[config.mk]
export PLATFORM = sky130hd
export DESIGN_NAME = md5_compress_iter
export DESIGN_NICKNAME = d
export VERILOG_FILES = /design/src/rtl/md5_pkg.sv /design/src/rtl/md5_compress_iter_step.sv /design/src/rtl/md5_compress_iter.sv
export SDC_FILE = /design/constraint.sdc
export NUM_CORES = 2
export LEC_CHECK = 0
export CAP_MARGIN = 25
export CORE_ASPECT_RATIO = 1.5
export CORE_MARGIN = 2
export CORE_UTILIZATION = 52
export CTS_BUF_LIST = sky130_fd_sc_hd__clkbuf_16
export CTS_CLUSTER_DIAMETER = 50
export DETAILED_ROUTE_END_ITERATION = 16
export HOLD_SLACK_MARGIN = 0.05
export PLACE_DENSITY_LB_ADDON = 0.15
export SLEW_MARGIN = 20
export SYNTH_ARGS = -nofsm -noshare
export SYNTH_HDL_FRONTEND = slang
export SYNTH_HIERARCHICAL = 1
export SYNTH_SLANG_ARGS = --single-unit
[constraint.sdc]
create_clock -name clk_i -period 12 [get_ports clk_i]
set_input_delay 2.4 -clock clk_i [delete_from_list [all_inputs] [get_ports clk_i]]
set_output_delay 2.4 -clock clk_i [all_outputs]
set_load 0.01 [all_outputs]
[src/rtl/md5_pkg.sv]
// MD5 constants, state encoding and per-step helper functions
// shared by the iterative compression engine and its step slice.
package md5_pkg;

  typedef enum logic [1:0] {IDLE, RUN, FINAL} state_e;

  localparam logic [31:0] IV_A = 32'h67452301;
  localparam logic [31:0] IV_B = 32'hefcdab89;
  localparam logic [31:0] IV_C = 32'h98badcfe;
  localparam logic [31:0] IV_D = 32'h10325476;

  localparam logic [31:0] K_TAB [64] = '{
    32'hd76aa478, 32'he8c7b756, 32'h242070db, 32'hc1bdceee,
    32'hf57c0faf, 32'h4787c62a, 32'ha8304613, 32'hfd469501,
    32'h698098d8, 32'h8b44f7af, 32'hffff5bb1, 32'h895cd7be,
    32'h6b901122, 32'hfd987193, 32'ha679438e, 32'h49b40821,
    32'hf61e2562, 32'hc040b340, 32'h265e5a51, 32'he9b6c7aa,
    32'hd62f105d, 32'h02441453, 32'hd8a1e681, 32'he7d3fbc8,
    32'h21e1cde6, 32'hc33707d6, 32'hf4d50d87, 32'h455a14ed,
    32'ha9e3e905, 32'hfcefa3f8, 32'h676f02d9, 32'h8d2a4c8a,
    32'hfffa3942, 32'h8771f681, 32'h6d9d6122, 32'hfde5380c,
    32'ha4beea44, 32'h4bdecfa9, 32'hf6bb4b60, 32'hbebfbc70,
    32'h289b7ec6, 32'heaa127fa, 32'hd4ef3085, 32'h04881d05,
    32'hd9d4d039, 32'he6db99e5, 32'h1fa27cf8, 32'hc4ac5665,
    32'hf4292244, 32'h432aff97, 32'hab9423a7, 32'hfc93a039,
    32'h655b59c3, 32'h8f0ccc92, 32'hffeff47d, 32'h85845dd1,
    32'h6fa87e4f, 32'hfe2ce6e0, 32'ha3014314, 32'h4e0811a1,
    32'hf7537e82, 32'hbd3af235, 32'h2ad7d2bb, 32'heb86d391
  };

  // Indexed by {round, step mod 4}
  localparam logic [4:0] S_TAB [16] = '{
    5'd7, 5'd12, 5'd17, 5'd22,
    5'd5, 5'd9,  5'd14, 5'd20,
    5'd4, 5'd11, 5'd16, 5'd23,
    5'd6, 5'd10, 5'd15, 5'd21
  };

  function automatic logic [31:0] f_round(
    input logic [1:0]  r,
    input logic [31:0] b,
    input logic [31:0] c,
    input logic [31:0] d
  );
    logic [31:0] f;
    case (r)
      2'd0:    f = (b & c) | (~b & d);
      2'd1:    f = (b & d) | (c & ~d);
      2'd2:    f = b ^ c ^ d;
      default: f = c ^ (b | ~d);
    endcase
    return f;
  endfunction

  // 5i and 3i mod 16 depend only on i mod 16
  function automatic logic [3:0] g_index(input logic [5:0] i);
    logic [3:0] i4;
    logic [3:0] g;
    i4 = i[3:0];
    case (i[5:4])
      2'd0:    g = i4;
      2'd1:    g = i4 * 4'd5 + 4'd1;
      2'd2:    g = i4 * 4'd3 + 4'd5;
      default: g = i4 * 4'd7;
    endcase
    return g;
  endfunction

  function automatic logic [4:0] shift_amt(input logic [5:0] i);
    return S_TAB[{i[5:4], i[1:0]}];
  endfunction

  function automatic logic [31:0] rotl32(
    input logic [31:0] x,
    input logic [4:0]  s
  );
    return (x << s) | (x >> (6'd32 - {1'b0, s}));
  endfunction

endpackage

[src/rtl/md5_compress_iter_step.sv]
// One combinational MD5 step: rotates A..D and mixes in
// F, K[i] and M[g] for the step index presented.
module md5_step
  import md5_pkg::*;
(
  input  logic [31:0]  a_i,
  input  logic [31:0]  b_i,
  input  logic [31:0]  c_i,
  input  logic [31:0]  d_i,
  input  logic [5:0]   idx_i,
  input  logic [511:0] m_i,
  output logic [31:0]  a_o,
  output logic [31:0]  b_o,
  output logic [31:0]  c_o,
  output logic [31:0]  d_o
);

  logic [31:0] f;
  logic [31:0] mg;
  logic [31:0] sum;
  logic [3:0]  g;

  assign f   = f_round(idx_i[5:4], b_i, c_i, d_i);
  assign g   = g_index(idx_i);
  assign mg  = m_i[{g, 5'd0} +: 32];
  assign sum = a_i + f + K_TAB[idx_i] + mg;

  assign a_o = d_i;
  assign b_o = b_i + rotl32(sum, shift_amt(idx_i));
  assign c_o = b_i;
  assign d_o = c_i;

endmodule

[src/rtl/md5_compress_iter.sv]
// Iterative MD5 compression: UNROLL steps per clock over one block,
// then folds the working state into the chaining value.
module md5_compress_iter
  import md5_pkg::*;
#(
  parameter int UNROLL = 1,
  parameter int n      = 32
) (
  input  logic            clk_i,
  input  logic            rst_i,
  input  logic            start_i,
  input  logic            first_i,
  input  logic [16*n-1:0] block_i,
  output logic            ready_o,
  output logic            busy_o,
  output logic            done_o,
  output logic [4*n-1:0]  digest_o
);

  if (!(UNROLL == 1 || UNROLL == 2 || UNROLL == 4 ||
        UNROLL == 8 || UNROLL == 16)) begin : g_bad_unroll
    $error("md5_compress_iter: UNROLL must be 1, 2, 4, 8 or 16");
  end

  if (n != 32) begin : g_bad_n
    $error("md5_compress_iter: n must be 32");
  end

  state_e       state_q;
  logic [6:0]   step_q;
  logic [6:0]   step_d;
  logic [511:0] m_q;
  logic [31:0]  a_q, b_q, c_q, d_q;
  logic [31:0]  ha_q, hb_q, hc_q, hd_q;
  logic [31:0]  ha_d, hb_d, hc_d, hd_d;
  logic [31:0]  a_d, b_d, c_d, d_d;
  logic         ready_q, busy_q, done_q;
  logic [127:0] digest_q;

  for (genvar k = 0; k < UNROLL; k++) begin : g_st
    logic [31:0] a_in, b_in, c_in, d_in;
    logic [31:0] a_out, b_out, c_out, d_out;
    logic [5:0]  idx;
    if (k == 0) begin : g_head
      assign a_in = a_q;
      assign b_in = b_q;
      assign c_in = c_q;
      assign d_in = d_q;
    end else begin : g_link
      assign a_in = g_st[k-1].a_out;
      assign b_in = g_st[k-1].b_out;
      assign c_in = g_st[k-1].c_out;
      assign d_in = g_st[k-1].d_out;
    end
    assign idx = step_q[5:0] + 6'(k);
    md5_step u_step (
      .a_i   (a_in),
      .b_i   (b_in),
      .c_i   (c_in),
      .d_i   (d_in),
      .idx_i (idx),
      .m_i   (m_q),
      .a_o   (a_out),
      .b_o   (b_out),
      .c_o   (c_out),
      .d_o   (d_out)
    );
  end

  assign a_d    = g_st[UNROLL-1].a_out;
  assign b_d    = g_st[UNROLL-1].b_out;
  assign c_d    = g_st[UNROLL-1].c_out;
  assign d_d    = g_st[UNROLL-1].d_out;
  assign step_d = step_q + 7'(UNROLL);

  assign ha_d = ha_q + a_q;
  assign hb_d = hb_q + b_q;
  assign hc_d = hc_q + c_q;
  assign hd_d = hd_q + d_q;

  always_ff @(posedge clk_i) begin
    if (rst_i) begin
      state_q  <= IDLE;
      step_q   <= '0;
      m_q      <= '0;
      {a_q, b_q, c_q, d_q}     <= {IV_A, IV_B, IV_C, IV_D};
      {ha_q, hb_q, hc_q, hd_q} <= {IV_A, IV_B, IV_C, IV_D};
      ready_q  <= 1'b1;
      busy_q   <= 1'b0;
      done_q   <= 1'b0;
      digest_q <= '0;
    end else begin
      done_q <= 1'b0;
      unique case (state_q)
        IDLE: begin
          if (start_i) begin
            m_q     <= block_i;
            step_q  <= '0;
            state_q <= RUN;
            ready_q <= 1'b0;
            busy_q  <= 1'b1;
            if (first_i) begin
              {a_q, b_q, c_q, d_q}     <= {IV_A, IV_B, IV_C, IV_D};
              {ha_q, hb_q, hc_q, hd_q} <= {IV_A, IV_B, IV_C, IV_D};
            end else begin
              {a_q, b_q, c_q, d_q} <= {ha_q, hb_q, hc_q, hd_q};
            end
          end
        end
        RUN: begin
          {a_q, b_q, c_q, d_q} <= {a_d, b_d, c_d, d_d};
          step_q <= step_d;
          if (step_d == 7'd64) state_q <= FINAL;
        end
        FINAL: begin
          {ha_q, hb_q, hc_q, hd_q} <= {ha_d, hb_d, hc_d, hd_d};
          digest_q <= {hd_d, hc_d, hb_d, ha_d};
          done_q   <= 1'b1;
          ready_q  <= 1'b1;
          busy_q   <= 1'b0;
          state_q  <= IDLE;
        end
        default: state_q <= IDLE;
      endcase
    end
  end

  assign ready_o  = ready_q;
  assign busy_o   = busy_q;
  assign done_o   = done_q;
  assign digest_o = digest_q;

endmodule
==> flow_metrics.tcl <==
set metrics [dict create \
    power.density_nw_per_um2 210 \
    dpl-instance-area_um2 63800 \
    htree_num_levels 3 \
    grt_pass1_wl_um 356000 \
    syn_inst 7518 \
    grt_pass1_vias 55700 \
    worstPathMaxFanout 18 \
    synth_seq_area_share_pct 32.4 \
    drt_iter0_markers 6825 \
    initial_utilization_pct 52.4 \
    overflow 0 \
    place.gp.congestion 1.02 \
    ant_nets 0 \
    synth_simple_gate_area_share_pct 20.2 \
    design.core.area_um2 107000 \
    path_clk_slew_ns 0.06 \
    synthAdderAreaFrac_pct 7.24 \
    dr.pass1.iters 9 \
    min_period_ns 11.64 \
    setup_viol 0 \
    async_reset_ff_share_pct 0 \
    worstMarginPinSlew_ns 1.11 \
    synth_top_family_by_area "compound AO/OA/AOI/OAI gates" \
    clkSinkCount 908 \
    wire_per_inst_um 26.6 \
    crit_arrival_ns 12.23 \
    yosys-top-cells-area "dfxtp_1 (32%), nand2_1 (12%), a21oi_1 (11%)" \
    hold_viol 0 \
    clockRootBuffer "clkbuf_16" \
    die_h_um 406 \
    tritoncts "done" \
    ys_ff_latch 908 \
    synth_mux_area_share_pct 4.80 \
    cp-end-kind "flop" \
    via_per_inst 6.28 \
    vias 59000 \
    drc 0 \
    slowest_delay_ns 0.61 \
    fin_crit_sh_pct 97.0 \
    grt_max_degree 214 \
    cts_hold_buf 0 \
    io_buffers 646 \
    fin_skew_ns 0.0684 \
    syn2layout_area_growth_pct 19.8 \
    routed_wl_um 250000 \
    antenna_found_initial 8 \
    synth_cell_types 98 \
    grtUsageTotal_pct 43.2 \
    hp-class "reg -> reg" \
    status "finished clean" \
    synth.avg_cell_area_um2 7.46 \
    nNetsFinal 8694 \
    cts_buffers 95 \
    synthFlopType "dfxtp_1" \
    rows 147 \
    required_ns 12.59 \
    cpMostUsedCell "inv_1" \
    synth-compound-area-share_pct 25.7 \
    top_level_ports 647 \
    hold_ws_ns 0.441 \
    drv_slew 0 \
    relSlewSlack_pct 25.7 \
    die_w_um 272 \
    drive_gt1_share_pct 6.68 \
    cts_buffer_depth 3 \
    syn_nets 8317 \
    critical_path_class "reg -> reg" \
    synth-xor-area-share_pct 3.55 \
    die_area_um2 111000 \
    synth_top_area_share_pct 32.4 \
    leakage_nw 27.2 \
    synth_top_area_cell "dfxtp_1" \
    critPathSlowestCell "fa_1" \
    startpoint_type "flop" \
    fmax_mhz 85.9 \
    syn-cell-area_um2 56100 \
    synth.yosys.warnings 6 \
    dp_hpwl_um 189000 \
    maxCapViolCount 0 \
    clock_latency_ns 0.75 \
    design_area_um2 67200 \
    synth_edf_count 0 \
    irDropWorstVdd_mv 0.275 \
]
[timing repair]
| action | in CTS | in global routing |
|---|---|---|
| setup buffers | 0 | 4 |
| resized for setup | 0 | 19 |
| endpoints found under the setup margin | 0 | 5 |
[cell usage after synthesis, drive strengths merged, types with 65 or more instances]
master and number:
xor2 65, a211oi 198, nor3 114, xnor2 159, fa 69, clkbuf 472, a22oi 74, dfxtp 908
mux2i 215, ha 214, nor2b 125, a21o 119, nand3 146, nand2 1800, o21ai 296, buf 169
a21oi 1193, nor2 282, a31oi 79, inv 170
[state kept, by name, indices dropped and copies added (netlist names)]
register,flops
a_q,32
c_q,32
hc_q,32
state_q,2
digest_o,128
ha_q,32
b_q,32
busy_o,1
d_q,32
hb_q,32
m_q,512
step_q,7
done_o,1
hd_q,32
ready_o,1
[placed cells by master, fill, tap and decap left out, types with 16 or more instances in the layout]
cell,n
o221ai_1,17
a31oi_1,76
and3_1,26
o21bai_1,24
nor3_1,114
a211oi_1,194
a22o_1,36
a21o_1,119
clkbuf_16,96
mux4_2,20
o21ai_0,277
buf_4,256
nand3_1,146
o21a_1,32
o31ai_1,19
inv_1,183
nor2_1,278
dfxtp_1,903
o211ai_1,50
a22oi_1,74
xnor2_1,153
xor2_1,64
a311oi_1,47
nor3b_1,40
and2_1,20
o22a_1,26
ha_1,214
a21oi_1,1190
o22ai_1,38
mux2i_1,215
clkdlybuf4s50_1,644
nand2b_1,58
nand4_1,20
fa_1,69
clkinv_1,16
nor2b_1,122
nand2_1,1800
[stage by stage]
step	TNS (ns)	instances	total power, mW	setup slack [ns]	utilization [%]
finish	0	9393	14.1	0.362	62.8
global route	-0.0471	9390	14.8	-0.0330	62.8
CTS	0	9373	13.9	0.134	62.6
detailed placement	0	9203	10.9	0.124	59.6
global placement	0	9201	10.9	0.404	59.6
floorplan	0	7518	7.91	0.799	-
[worst max-delay path: cells and delay by family (launching register included)]
| kind | cells | cell delay [ns] |
|---|---|---|
| buffers and inverters | 7 | 1.02 |
| adder cells (fa/ha/maj) | 6 | 2.36 |
| XOR/XNOR | 4 | 0.94 |
| AND/OR/NAND/NOR | 7 | 1.14 |
| AO/OA/AOI/OAI | 22 | 5.66 |
| flip-flops | 1 | 0.36 |
[area by class of cell]
| type | count | area (um2) |
|---|---|---|
| clock buffers | 96 | 2400 |
| inverters | 174 | 653 |
| fillers | 9796 | 39800 |
| well taps | 1415 | 1770 |
| clock inverters | 74 | 718 |
| multi-input cells | 5798 | 34800 |
| flip-flops and latches | 908 | 18200 |
| repair buffers | 918 | 8680 |
| diodes | 10 | 25.0 |
[power breakdown]
part	switching, mW	internal (mW)
combinational	4.57	3.14
clock	1.36	1.65
sequential	0.240	3.18
total	6.17	7.97
[routing by layer]
layer  track usage (%)  part of all wire [%]  vias to the layer above
met1              45.5                    33                    27600
li1                  -                     -                    26900
met5                 0                     0                        -
met2              71.8                    47                     3374
met3              7.10                   7.7                     1043
met4              43.9                    12                        0
[path summary, 6_finish.rpt]
kind | start | end | slack, ns | cells after the start
hold / removal | digest_o[80]$_SDFFE_PP0P_ | digest_o[80]$_SDFFE_PP0P_ | 0.44 | 2
setup / recovery | step_q[1]$_SDFFE_PP0P_ | b_q[31]$_SDFFE_PP1P_ | 0.36 | 46
setup reg to reg | step_q[1]$_SDFFE_PP0P_ | b_q[31]$_SDFFE_PP1P_ | 0.36 | 46
hold reg to reg | digest_o[80]$_SDFFE_PP0P_ | digest_o[80]$_SDFFE_PP0P_ | 0.44 | 2
[logic make-up (layout without fill, tap and decap cells)]
| logic type | Yosys count | after routing |
|---|---|---|
| compound gates | 2364 | 2365 |
| xor+xnor | 225 | 225 |
| fa+ha+maj | 283 | 283 |
| buf+inv | 815 | 1262 |
| flops | 908 | 908 |
| mux | 243 | 243 |
| other cells | 0 | 10 |
| simple gates | 2680 | 2682 |
No activity file was read; power rests on OpenSTA's default activity.
